`src/rtl/mem_port_arbiter_pkg.sv`:
```
// mem_port_arbiter_pkg: state and port encodings shared by the memory port arbiter
package mem_port_arbiter_pkg;
  localparam logic [1:0] ARB_IDLE = 2'd0;
  localparam logic [1:0] ARB_OWN0 = 2'd1;
  localparam logic [1:0] ARB_OWN1 = 2'd2;
  localparam logic PORT0 = 1'b0;
  localparam logic PORT1 = 1'b1;
  function automatic logic [1:0] own_state(input logic port);
    return port ? ARB_OWN1 : ARB_OWN0;
  endfunction
endpackage

```
`src/rtl/arb_lock_timer.sv`:
```
// arb_lock_timer: counts consecutive locked transfers and forces release at LOCK_MAX
module arb_lock_timer
  import mem_port_arbiter_pkg::*;
#(
  parameter int LOCK_MAX = 8
) (
  input  logic clk,
  input  logic resetn,
  input  logic locked_xfer,
  input  logic release_own,
  output logic force_rel,
  output logic lock_err
);
  localparam int CW = $clog2(LOCK_MAX + 1);
  logic [CW-1:0] lock_cnt;
  assign force_rel = locked_xfer && lock_cnt == CW'(LOCK_MAX - 1);
  always_ff @(posedge clk) begin
    if (!resetn) begin
      lock_cnt <= '0;
      lock_err <= 1'b0;
    end else begin
      lock_cnt <= release_own ? '0 : lock_cnt + CW'(locked_xfer);
      lock_err <= force_rel;
    end
  end
endmodule

```
`src/rtl/mem_port_arbiter.sv`:
```
// mem_port_arbiter: round-robin two-port arbiter with lock for the shared synchronous memory port
module mem_port_arbiter
  import mem_port_arbiter_pkg::*;
#(
  parameter int ADDR_W   = 32,
  parameter int DATA_W   = 32,
  parameter int LOCK_MAX = 8
) (
  input  logic              clk,
  input  logic              resetn,
  input  logic              m0_req,
  input  logic              m0_we,
  input  logic [ADDR_W-1:0] m0_addr,
  input  logic [DATA_W-1:0] m0_wdata,
  input  logic [DATA_W/8-1:0] m0_be,
  input  logic              m0_lock,
  output logic              m0_gnt,
  output logic              m0_rvalid,
  output logic [DATA_W-1:0] m0_rdata,
  input  logic              m1_req,
  input  logic              m1_we,
  input  logic [ADDR_W-1:0] m1_addr,
  input  logic [DATA_W-1:0] m1_wdata,
  input  logic [DATA_W/8-1:0] m1_be,
  input  logic              m1_lock,
  output logic              m1_gnt,
  output logic              m1_rvalid,
  output logic [DATA_W-1:0] m1_rdata,
  output logic [ADDR_W-1:0] mem_addr,
  output logic [DATA_W-1:0] mem_wdata,
  output logic [DATA_W/8-1:0] mem_be,
  output logic              mem_we,
  input  logic [DATA_W-1:0] mem_rdata,
  output logic              lock_err
);
  logic [1:0] state, state_nx;
  logic prio, own0, own1, own_req, own_lock, locked_xfer, force_rel, rel;
  // ownership is masked during reset so no grant or write escapes the reset cycle
  assign own0 = resetn && state == ARB_OWN0;
  assign own1 = resetn && state == ARB_OWN1;
  assign m0_gnt = own0 && m0_req;
  assign m1_gnt = own1 && m1_req;
  assign own_req = own0 ? m0_req : m1_req;
  assign own_lock = own0 ? m0_lock : m1_lock;
  assign locked_xfer = (m0_gnt && m0_lock) || (m1_gnt && m1_lock);
  assign rel = (own0 || own1) && (!own_req || !own_lock || force_rel);
  assign mem_addr = own0 ? m0_addr : own1 ? m1_addr : '0;
  assign mem_wdata = own0 ? m0_wdata : own1 ? m1_wdata : '0;
  assign mem_be = own0 ? m0_be : own1 ? m1_be : '0;
  assign mem_we = (m0_gnt && m0_we) || (m1_gnt && m1_we);
  assign m0_rdata = mem_rdata;
  assign m1_rdata = mem_rdata;
  assign state_nx = state == ARB_IDLE ? (m0_req && m1_req ? own_state(prio) :
                                         m0_req ? ARB_OWN0 : m1_req ? ARB_OWN1 : ARB_IDLE)
                  : !(own0 || own1) ? ARB_IDLE
                  : !rel ? state
                  : own0 ? (m1_req ? ARB_OWN1 : ARB_IDLE) : (m0_req ? ARB_OWN0 : ARB_IDLE);
  always_ff @(posedge clk) begin
    if (!resetn) begin
      state <= ARB_IDLE;
      prio <= PORT0;
      m0_rvalid <= 1'b0;
      m1_rvalid <= 1'b0;
    end else begin
      state <= state_nx;
      if (rel) prio <= own0 ? PORT1 : PORT0;
      m0_rvalid <= m0_gnt && !m0_we;
      m1_rvalid <= m1_gnt && !m1_we;
    end
  end
  arb_lock_timer #(.LOCK_MAX(LOCK_MAX)) u_lock (
    .clk(clk),
    .resetn(resetn),
    .locked_xfer(locked_xfer),
    .release_own(rel),
    .force_rel(force_rel),
    .lock_err(lock_err)
  );
endmodule

```
`config.mk`:
```
export PLATFORM = sky130hd
export DESIGN_NAME = mem_port_arbiter
export DESIGN_NICKNAME = d
export VERILOG_FILES = /design/src/rtl/mem_port_arbiter_pkg.sv /design/src/rtl/arb_lock_timer.sv /design/src/rtl/mem_port_arbiter.sv
export SDC_FILE = /design/constraint.sdc
export NUM_CORES = 1
export LEC_CHECK = 0
export ABC_AREA = 0
export BUFFER_PORTS_ARGS = -buffer_cell sky130_fd_sc_hd__buf_2
export CAP_MARGIN = 10
export CORE_AREA = 2 2 123 125
export CTS_BUF_LIST = sky130_fd_sc_hd__clkbuf_2 sky130_fd_sc_hd__clkbuf_4 sky130_fd_sc_hd__clkbuf_8
export DETAILED_ROUTE_END_ITERATION = 10
export DIE_AREA = 0 0 125 127
export GPL_ROUTABILITY_DRIVEN = 0
export PLACE_DENSITY = 0.55
export RECOVER_POWER = 25
export SKIP_CTS_REPAIR_TIMING = 1
export SYNTH_ARGS = -nofsm -noshare
export SYNTH_HDL_FRONTEND = slang
export SYNTH_SLANG_ARGS = --single-unit
export TNS_END_PERCENT = 10
```
`constraint.sdc`:
```
create_clock -name clk -period 1.8 [get_ports clk]
set_input_delay 0 -clock clk [delete_from_list [all_inputs] [get_ports clk]]
set_output_delay 0 -clock clk [all_outputs]
set_load 0.02 [all_outputs]
```
== After elaboration in Yosys (flattened, before gate mapping) ==
Index checks and enable logic that the tools add are counted.
Operators by class
  mux-type cells: 18
  add/subtract/negate cells: 1
  divide/modulo/power cells: 0
  eq/ne operators: 4
  multipliers: 0
  bitwise operators: 1
  $lt $le $gt $ge: 0
  reductions and logical operators: 24
  shifts and indexed selects: 0
Operators with widths (number)
  $mux 32: 4
  $mux 2: 8
  $logic_and 1x1->1: 13
  $mux 4: 2
  $logic_or 1x1->1: 5
  $add 4x1->4: 1
  $eq 4x3->1 const B: 1
  $logic_not 1->1: 4
  $mux 1: 4
  $ne 3x1->1 const B: 1
  $eq 2x1->1 const B: 1
  $eq 2x2->1 const B: 1
  $logic_not 2->1: 1
  $reduce_or 2->1: 1
  $not 1->1: 1
Storage, ports and cells
  bits in writable memories: 0
  latch bits: 0
  memories kept: 0
  input bits: 176
  flip-flop bits (word level): 10
  output and inout bits: 138
  ROM bits: 0

== Logic depth before layout (Yosys ltp) ==
Gate-level depths: netlist (run 1).
  word-level depth: 11
  mapped depth: 7
  mapped depth without buffers: 7

== Modules after synthesis ==
From an unflattened synthesis (run 1), not the netlist that was laid out.
Unflattened totals
  cell total of the unflattened synthesis: 203
  area total of the unflattened synthesis: 1687.9 um^2
Modules (own cells, without submodules)
  mem_port_arbiter: cells each 185, sequential area each 100.1 um^2, instances 1, area an instance 1477.7 um^2
  arb_lock_timer: cells each 18, sequential area each 100.1 um^2, instances 1, area an instance 210.2 um^2

== Worst setup path before layout (run 1) ==
OpenSTA, ideal clock, no wires.
  kind: reg2reg
  from: register state[1]
  to: register u_lock.lock_cnt[1]
  clock period less this slack: 1.492 ns
  stages on the path, launching flop included: 7
  setup slack: 0.308 ns
  arrival: 1.377 ns
  path through: dfxtp_1 buf_6 nand3b_1 o22ai_1 ha_1 ha_1 and3b_1
Between the ends
  cells in the longest elaborated chain, start to end: 9
  elaborated cells on any way between the ends: 20
  those cells by class: add/sub: 1; eq/ne: 2; mux: 2; reduce/logical: 15
RTL lines
  start, declared: line mem_port_arbiter.sv:36  | logic [1:0] state, state_nx;
  start signal, assigned: line mem_port_arbiter.sv:65  | state <= state_nx;
  parallel branches: the longest is 9 deep, another holds $add 4x1->4
  end signal, assigned: line arb_lock_timer.sv:22  | lock_cnt <= release_own ? '0 : lock_cnt + CW'(locked_xfer);
  end, declared: line arb_lock_timer.sv:15  | logic [CW-1:0] lock_cnt;
Several ways; the timed one is not identified.
A chain may end at the register's enable or synchronous reset.

== Worst setup path in the final report (run 1) ==
  from: register state[0]
  to: output mem_wdata[6]
Between the ends
  cells in the longest elaborated chain, start to end: 4
  elaborated cells on any way between the ends: 6
  those cells by class: eq/ne: 2; mux: 2; reduce/logical: 2
RTL lines
  $eq 2x2->1: line mem_port_arbiter.sv:40  | assign own1 = resetn && state == ARB_OWN1;
  $logic_and 1x1->1: line mem_port_arbiter.sv:40
  $mux 32: line mem_port_arbiter.sv:48  | assign mem_wdata = own0 ? m0_wdata : own1 ? m1_wdata : '0;
  $mux 32 (*): line mem_port_arbiter.sv:48
  end, declared: line mem_port_arbiter.sv:30  | output logic [DATA_W-1:0] mem_wdata,
Every way passes the cells marked *; elsewhere a longest branch is shown, timed or not.

==> results.md, run 1 <==
* Post-Layout Inst Area at 2610 um2
* Critical Path Start Type: register
* DR iter-0 viols at 89
* # clock sinks at 10
* Tot Pwr at 1.14 mW
* Post-Place Worst Slack at 142 ps
* Die Span Y at 127 um
* Yosys Warn Count at 0
* IO Pins at 314
* Max-Cap Viols at 0
* Status: complete, no violations
* Die area at 15900 um2
* Site Rows at 44
* Synth-to-layout area growth at 48.8%
* Pre-antenna DRT Iters at 4
* Most frequent cells in the layout: buf_2 (217), a22o_1 (69), dfxtp_1 (8), nor2b_1 (5), nand2_1 (5)
* Fin crit share at 0.942
* DP HPWL at 6820 um
* Worst Hold Class: in2out
* Number of diodes at 0
* P per Cell Area at 436 nW/um2
* Pins Over Slew Limit at 0
* First-pass GRT wire length at 11600 um
* Worst-path maximum fanout at 34
* Min cycle time layout at 1700 ps
* Relative slew margins at 0.785
* Placeable core region at 14400 um2
* Layout cell share with drive strength beyond 1 at 0.659
* Pin count of the biggest net entering global routing at 69
* Skew-Pair Late Insertion Delay at 250 ps
* Most common cell after layout, fill and taps aside: buf_2
* Worst slew pin tran at 323 ps
* Vias in the first global route at 1999
* Fmax at 0.590 GHz
* Post-DP Area at 2500 um2
* CTS tree: built
* Clk_skew at 10.3 ps
* Sequential fraction of the synthesis area at 0.114
* Global router's overall resource usage at 0.0909
* Switching share of power at 0.384
* Crit Path Category: reg2out
* # nets final at 531
* Chip width at 125 um
* Number of vias per cell at 4.01
* Synth Net Count at 385
* Internal power at 0.701 mW
* Synthesized cell area at 1750 um2
* Post-Synthesis Cells at 207
* Final WS setup at 104 ps
* Final setup viols at 0
* Critical path capture point type: output pin
* Final Hold Vio Count at 0
* Reg clk slew, reported paths at 60 ps
* Syn avg cell area at 8.47 um2
* Peak supply drop at 306 uV
* GR Overflow Total at 0
* Initial Util at 0.122
* DRC errors left at 0
* Clk root buf: clkbuf_8
* Via count at 2150
* Arrival time worst endpoint at 1700 ps
* CTS H-tree depth at 1
* Wire per inst at 15.9 um
* Clock power frac at 0.259
* Sw Pwr at 0.436 mW
* Initial antenna violation count at 0
* IO buf count at 217
* Seq pwr share at 0.215
* Critical Path RT at 1800 ps
* Cts bufs inserted at 3
* Antenna Nets Post-Route at 0
* Routed wire length at 8510 um
* Synthesis-stage register bit count at 10
* Netlist cell types at 32
* Longest Clk Path Bufs at 2
* P_leak at 1.49 nW
* Combinational Power Share at 0.526
registers in the layout, summed over array words and instances, names as in the netlist:
signal / cells
m0_rvalid: 1
state: 2
u_lock.lock_cnt: 4
prio: 1
m1_rvalid: 1
u_lock.lock_err: 1
power by group through the flow:
stage | logic [mW] | registers, mW | clock network [mW]
after floorplan | 0.521 | 0.242 | 0
after global placement | 0.588 | 0.247 | 0
after detailed placement | 0.585 | 0.247 | 0
after CTS | 0.590 | 0.242 | 0.304
after global routing | 0.637 | 0.246 | 0.307
final | 0.599 | 0.244 | 0.294
worst max-delay path: stages, from the launching register on:
cell and delay (ps):
dfxtp_2 360, nor2b_1 230, and2_4 240, buf_12 200, a22o_1 210, buf_2 180
synthesized netlist by cell type, drive strengths merged:
cell / count / area share
nor3b: 2 / 0.0086
nand2: 5 / 0.011
xnor2: 1 / 0.0050
a22o: 69 / 0.34
and4b: 2 / 0.011
buf: 80 / 0.35
dfxtp: 10 / 0.11
nor3: 1 / 0.0029
mux2i: 1 / 0.0078
and3: 3 / 0.011
o21ai: 1 / 0.0029
ha: 2 / 0.014
nand4: 1 / 0.0036
a21oi: 2 / 0.0057
o211ai: 3 / 0.016
o31a: 1 / 0.0050
nor4b: 1 / 0.0050
nand3: 4 / 0.011
o22ai: 1 / 0.0036
a41o: 1 / 0.0057
inv: 1 / 0.0021
xor2: 1 / 0.0050
nor2b: 6 / 0.026
and2: 3 / 0.011
clkbuf: 2 / 0.0050
and3b: 2 / 0.010
nand3b: 1 / 0.0043
cell type report:
type	instances	area, um2
clock buffers	4	55.1
inverters	1	3.75
multi-input cells	114	933
well taps	184	230
repair buffers	223	1180
fillers	1659	11800
flip-flops and latches	10	203
kinds of logic after synthesis:
| group | synth area share |
|---|---|
| adders and majority gates | 0.0143 |
| AOI/OAI and AO/OA | 0.383 |
| xor gates and xnor gates | 0.00999 |
| and+or+nand+nor | 0.115 |
| buffers and inverters | 0.355 |
| muxes | 0.00785 |
| DFF | 0.114 |
per-layer routing:
| metal | wire length, um | GRT usage |
|---|---|---|
| met5 | 0 | 0 |
| met1 | 3370 | 0.111 |
| met3 | 1050 | 0.0352 |
| met4 | 116 | 0.0190 |
| met2 | 3980 | 0.152 |
metrics by stage:
stage	hold WS, ps	TNS (ps)	instances	util
2_1_floorplan	71.6	0	207	-
3_3_place_gp	0.200	0	529	0.173
3_5_place_dp	0.200	0	529	0.173
4_1_cts	-65.2	-31.8	533	0.177
5_1_grt	0.0893	-28.7	536	0.181
6_report	0.0380	0	536	0.181
worst paths after layout:
check,slack (ps),to,cells after the start,from
hold / removal,0.04,m0_rdata[12],0,mem_rdata[12]
setup / recovery,100,mem_wdata[6],5,state[0]
setup reg to reg,230,u_lock.lock_cnt[2],6,state[1]
hold reg to reg,530,prio,2,prio
Power figures use the tool's default switching activity.
==> run 2: changes to the inputs <==
- REMOVE_ABC_BUFFERS: default -> 1
==> results.md, run 2 (synthesis gave the netlist of run 1 again) <==
* Status: complete, no violations
* Reg clk slew, reported paths at 50 ps
* Hold path endpoint: m0_rdata[19]
* Fmax at 0.584 GHz
* Relative slew margins at 0.799
* CTS H-tree depth at 1
* Worst r2r src: state[1]
* Die Span Y at 127 um
* Critical path capture point type: output pin
* Wire per inst at 28.6 um
* Biggest regs: u_lock.lock_cnt (4), state (2)
* Crit Path Category: reg2out
* Site Rows at 44
* DRC errors left at 0
* IO buf count at 217
* Pin count of the biggest net entering global routing at 40
* R2R Setup Slk at 250 ps
* Die area at 15900 um2
* Critical Path RT at 1800 ps
* Via count at 2268
* Max-Cap Viols at 0
* Final setup viols at 0
* P_leak at 1.50 nW
* Pre-antenna DRT Iters at 4
* Register name with the most flops: u_lock.lock_cnt
* Peak supply drop at 184 uV
* Longest Clk Path Bufs at 2
* Placeable core region at 14400 um2
* Min cycle time layout at 1710 ps
* Max reg flops at 4
* Clk root buf: clkbuf_8
* Setup_tns at 0 ps
* First-pass GRT wire length at 18900 um
* Number of vias per cell at 4.22
* Critical Path Start Type: register
* Vias in the first global route at 2077
* Reg2reg path depth at 6
* IO Pins at 314
* Skew-Pair Late Insertion Delay at 240 ps
* Arrival time worst endpoint at 1710 ps
* DP HPWL at 13700 um
* Hold WS at 0.143 ps
* Number of diodes at 0
* # nets final at 532
* RSZ-0062 raised after global routing: no
* Most frequent cells in the layout: buf_2 (217), a22o_1 (69), dfxtp_1 (8), nand2_1 (5)
* DR iter-0 viols at 142
* Worst Hold Class: in2out
* Global router's overall resource usage at 0.175
* CTS tree: built
* FF-to-FF End: u_lock.lock_cnt[2]
* Most common cell after layout, fill and taps aside: buf_2
* Cts bufs inserted at 3
* Synth-to-layout area growth at 50.5%
* Antenna Nets Post-Route at 0
* Chip width at 125 um
* Fin crit share at 0.952
* # clock sinks at 10
* P per Cell Area at 437 nW/um2
* Hold Crit Start: mem_rdata[19]
* Tot Pwr at 1.15 mW
* GR Overflow Total at 0
* Initial antenna violation count at 0
* Final Hold Vio Count at 0
* Clk_skew at 2.99 ps
* Layout cell share with drive strength beyond 1 at 0.663
* Post-DP Area at 2530 um2
* Initial Util at 0.122
* Worst hold path stage count at 0
* Pins Over Slew Limit at 0
* Worst-path maximum fanout at 39
* Worst slew pin tran at 301 ps
* Routed wire length at 15400 um
* Post-Layout Inst Area at 2640 um2
[run 2: through the flow]
stage / setup WS, ps / std cells / utilization
CTS: -53.7 / 534 / 0.179
global placement: 175 / 530 / 0.176
global route: 2.88 / 537 / 0.183
detailed placement: 150 / 530 / 0.176
floorplan: -436 / 125 / -
finish: 86.8 / 537 / 0.183
[run 2: worst max path at each step]
stage,startpoint,end,slack (ps),cells past startpoint
2_1_floorplan,state[0],mem_addr[0],-440,3
3_3_place_gp,state[1],u_lock.lock_cnt[2],170,6
3_5_place_dp,state[1],u_lock.lock_cnt[2],150,6
4_1_cts,state[0],mem_wdata[28],-50,5
5_1_grt,state[0],mem_wdata[28],3,5
6_report,state[0],mem_wdata[28],90,5
[run 2: routing by layer]
| metal | global-route usage | routed length [um] |
|---|---|---|
| met5 | 0.0495 | 104 |
| met4 | 0.0157 | 141 |
| met3 | 0.121 | 2470 |
| met2 | 0.354 | 8560 |
| met1 | 0.137 | 4100 |
[run 2: where the power goes]
part | switching, mW | internal [mW] | total (mW)
sequential | 0.0137 | 0.231 | 0.245
combinational | 0.335 | 0.284 | 0.619
clock | 0.0962 | 0.193 | 0.289
total | 0.445 | 0.708 | 1.15
[run 2: critical path, cell delays in order, from the launching register on]
cell	delay [ps]
dfxtp_2	360
nor2b_2	180
and2_2	230
buf_12	210
a22o_1	250
buf_2	210
[run 2: layout make-up]
type / instances / area, um2
sequential: 10 / 203
multi-input combinational: 114 / 936
clock buffer: 4 / 55.1
inverter: 1 / 3.75
tap: 184 / 230
fill: 1643 / 11800
timing repair buffer: 224 / 1210
==> run 3: changes to the inputs <==
- clock period: 1.8 -> 2.1 ns (I/O delays scaled with it)
==> results.md, run 3 (synthesis gave the netlist of run 1 again) <==
* Routed wire length at 15200 um
* Tot Pwr at 0.964 mW
* Buf/Inv on CP at 2
* Clk root buf: clkbuf_8
* Status: complete, no violations
* Global router's overall resource usage at 0.174
* Vias in the first global route at 2073
* Clk_skew at 0.823 ps
* Peak supply drop at 152 uV
* Critical path capture point type: output pin
* Site Rows at 44
* IO buf count at 217
* Internal power at 0.594 mW
* Register name with the most flops: u_lock.lock_cnt
* DR iter-0 viols at 93
* Seq pwr share at 0.216
* Crit Path Category: reg2out
* Post-Layout Inst Area at 2570 um2
* Worst-path maximum fanout at 52
* Worst slew pin tran at 347 ps
* Initial Util at 0.122
* Antenna Nets Post-Route at 0
* # clock sinks at 10
* First-pass GRT wire length at 18700 um
* P per Cell Area at 374 nW/um2
* Pre-antenna DRT Iters at 4
* Crit path launch: state[0]
* Sw Pwr at 0.370 mW
* GR Overflow Total at 0
* Biggest regs: u_lock.lock_cnt (4), state (2)
* Cts bufs inserted at 3
* Fin crit share at 0.874
* Pins Over Slew Limit at 0
* Worst Hold Class: in2out
* Die Span Y at 127 um
* Fmax at 0.545 GHz
* Max reg flops at 4
* Critical Path Start Type: register
* CP max-delay cell: dfxtp_1
* Reg clk slew, reported paths at 50 ps
* Worst path top cell family by delay: flip-flops
* RSZ-0062 raised after global routing: no
* Via count at 2210
* Die area at 15900 um2
* Worst stage delay on the critical path at 450 ps
* Worst-path cell chain: nor2b_4 -> and2_2 -> buf_12 -> a22o_1 -> buf_2
* Max-Cap Viols at 0
* Worst r2r src: state[1]
* Most frequent cells in the layout: buf_2 (217), a22o_1 (69), dfxtp_1 (10), nor2b_1 (5), nand2_1 (5)
* Final setup viols at 0
* Min cycle time layout at 1840 ps
* # nets final at 530
* Clock power frac at 0.251
* CTS H-tree depth at 1
* Placeable core region at 14400 um2
* Synth-to-layout area growth at 46.9%
* Longest Clk Path Bufs at 2
* DRC errors left at 0
* Layout cell share with drive strength beyond 1 at 0.652
* Hold Crit Start: mem_rdata[19]
* Combinational Power Share at 0.532
* IO Pins at 314
* Number of diodes at 0
* Most common cell after layout, fill and taps aside: buf_2
* Arrival time worst endpoint at 1840 ps
* Number of vias per cell at 4.13
* Hold WS at 0.144 ps
* Filler Cell Count at 1634
* DP HPWL at 13600 um
* P_leak at 1.48 nW
* Setup_tns at 0 ps
* Switching share of power at 0.384
* CTS tree: built
* Initial antenna violation count at 0
* Critical Path RT at 2100 ps
* Skew-Pair Late Insertion Delay at 240 ps
* Chip width at 125 um
* Post-DP Area at 2500 um2
* Wire per inst at 28.4 um
* Relative slew margins at 0.769
* Pin count of the biggest net entering global routing at 69
* Post-layout util at 0.179
* Final Hold Vio Count at 0
-- run 3: cell types whose count changed in the layout (fill, tap and decap cells not counted) --
cell,delta
nor2b_2,-1
buf_4,+1
nor2b_1,+1
dfxtp_2,-2
and2_2,+1
clkbuf_16,-1
and2_4,-1
dfxtp_1,+2
buf_12,-2
-- run 3: final cells by class --
cell class	instances	area [um2]	share of cell area
clock buffer	4	55.1	0.0214
multi-input combinational	114	932	0.362
timing repair buffer	222	1150	0.448
inverter	1	3.75	0.00146
tap	184	230	0.0894
sequential	10	200	0.0777
-- run 3: power groups by stage --
stage	registers [mW]	clock network, mW	logic, mW
floorplan	0.210	0	0.239
global placement	0.212	0	0.517
detailed placement	0.211	0	0.516
CTS	0.208	0.247	0.519
global route	0.210	0.257	0.551
finish	0.208	0.242	0.513
-- run 3: worst paths after layout --
| check | depth (start not counted) | slack (ps) | end |
|---|---|---|---|
| worst max-delay path | 5 | 260 | mem_wdata[28] |
| worst min-delay path | 0 | 0.1 | m0_rdata[19] |
| worst max register to register | 6 | 410 | u_lock.lock_cnt[2] |
| worst min register to register | 2 | 540 | prio |
-- run 3: through the flow --
stage	instances	worst slack, ps
floorplan	125	-136
global placement	529	485
detailed placement	529	454
CTS	533	231
global route	535	138
finish	535	264
-- run 3: routing by layer --
| metal | wire (um) | vias up | global-route usage | share of wire |
|---|---|---|---|---|
| li1 | - | 1004 | - | - |
| met1 | 4090 | 986 | 0.135 | 0.27 |
| met2 | 8470 | 206 | 0.354 | 0.56 |
| met3 | 2340 | 12 | 0.120 | 0.15 |
| met4 | 175 | 2 | 0.0190 | 0.012 |
| met5 | 104 | - | 0.0495 | 0.0069 |
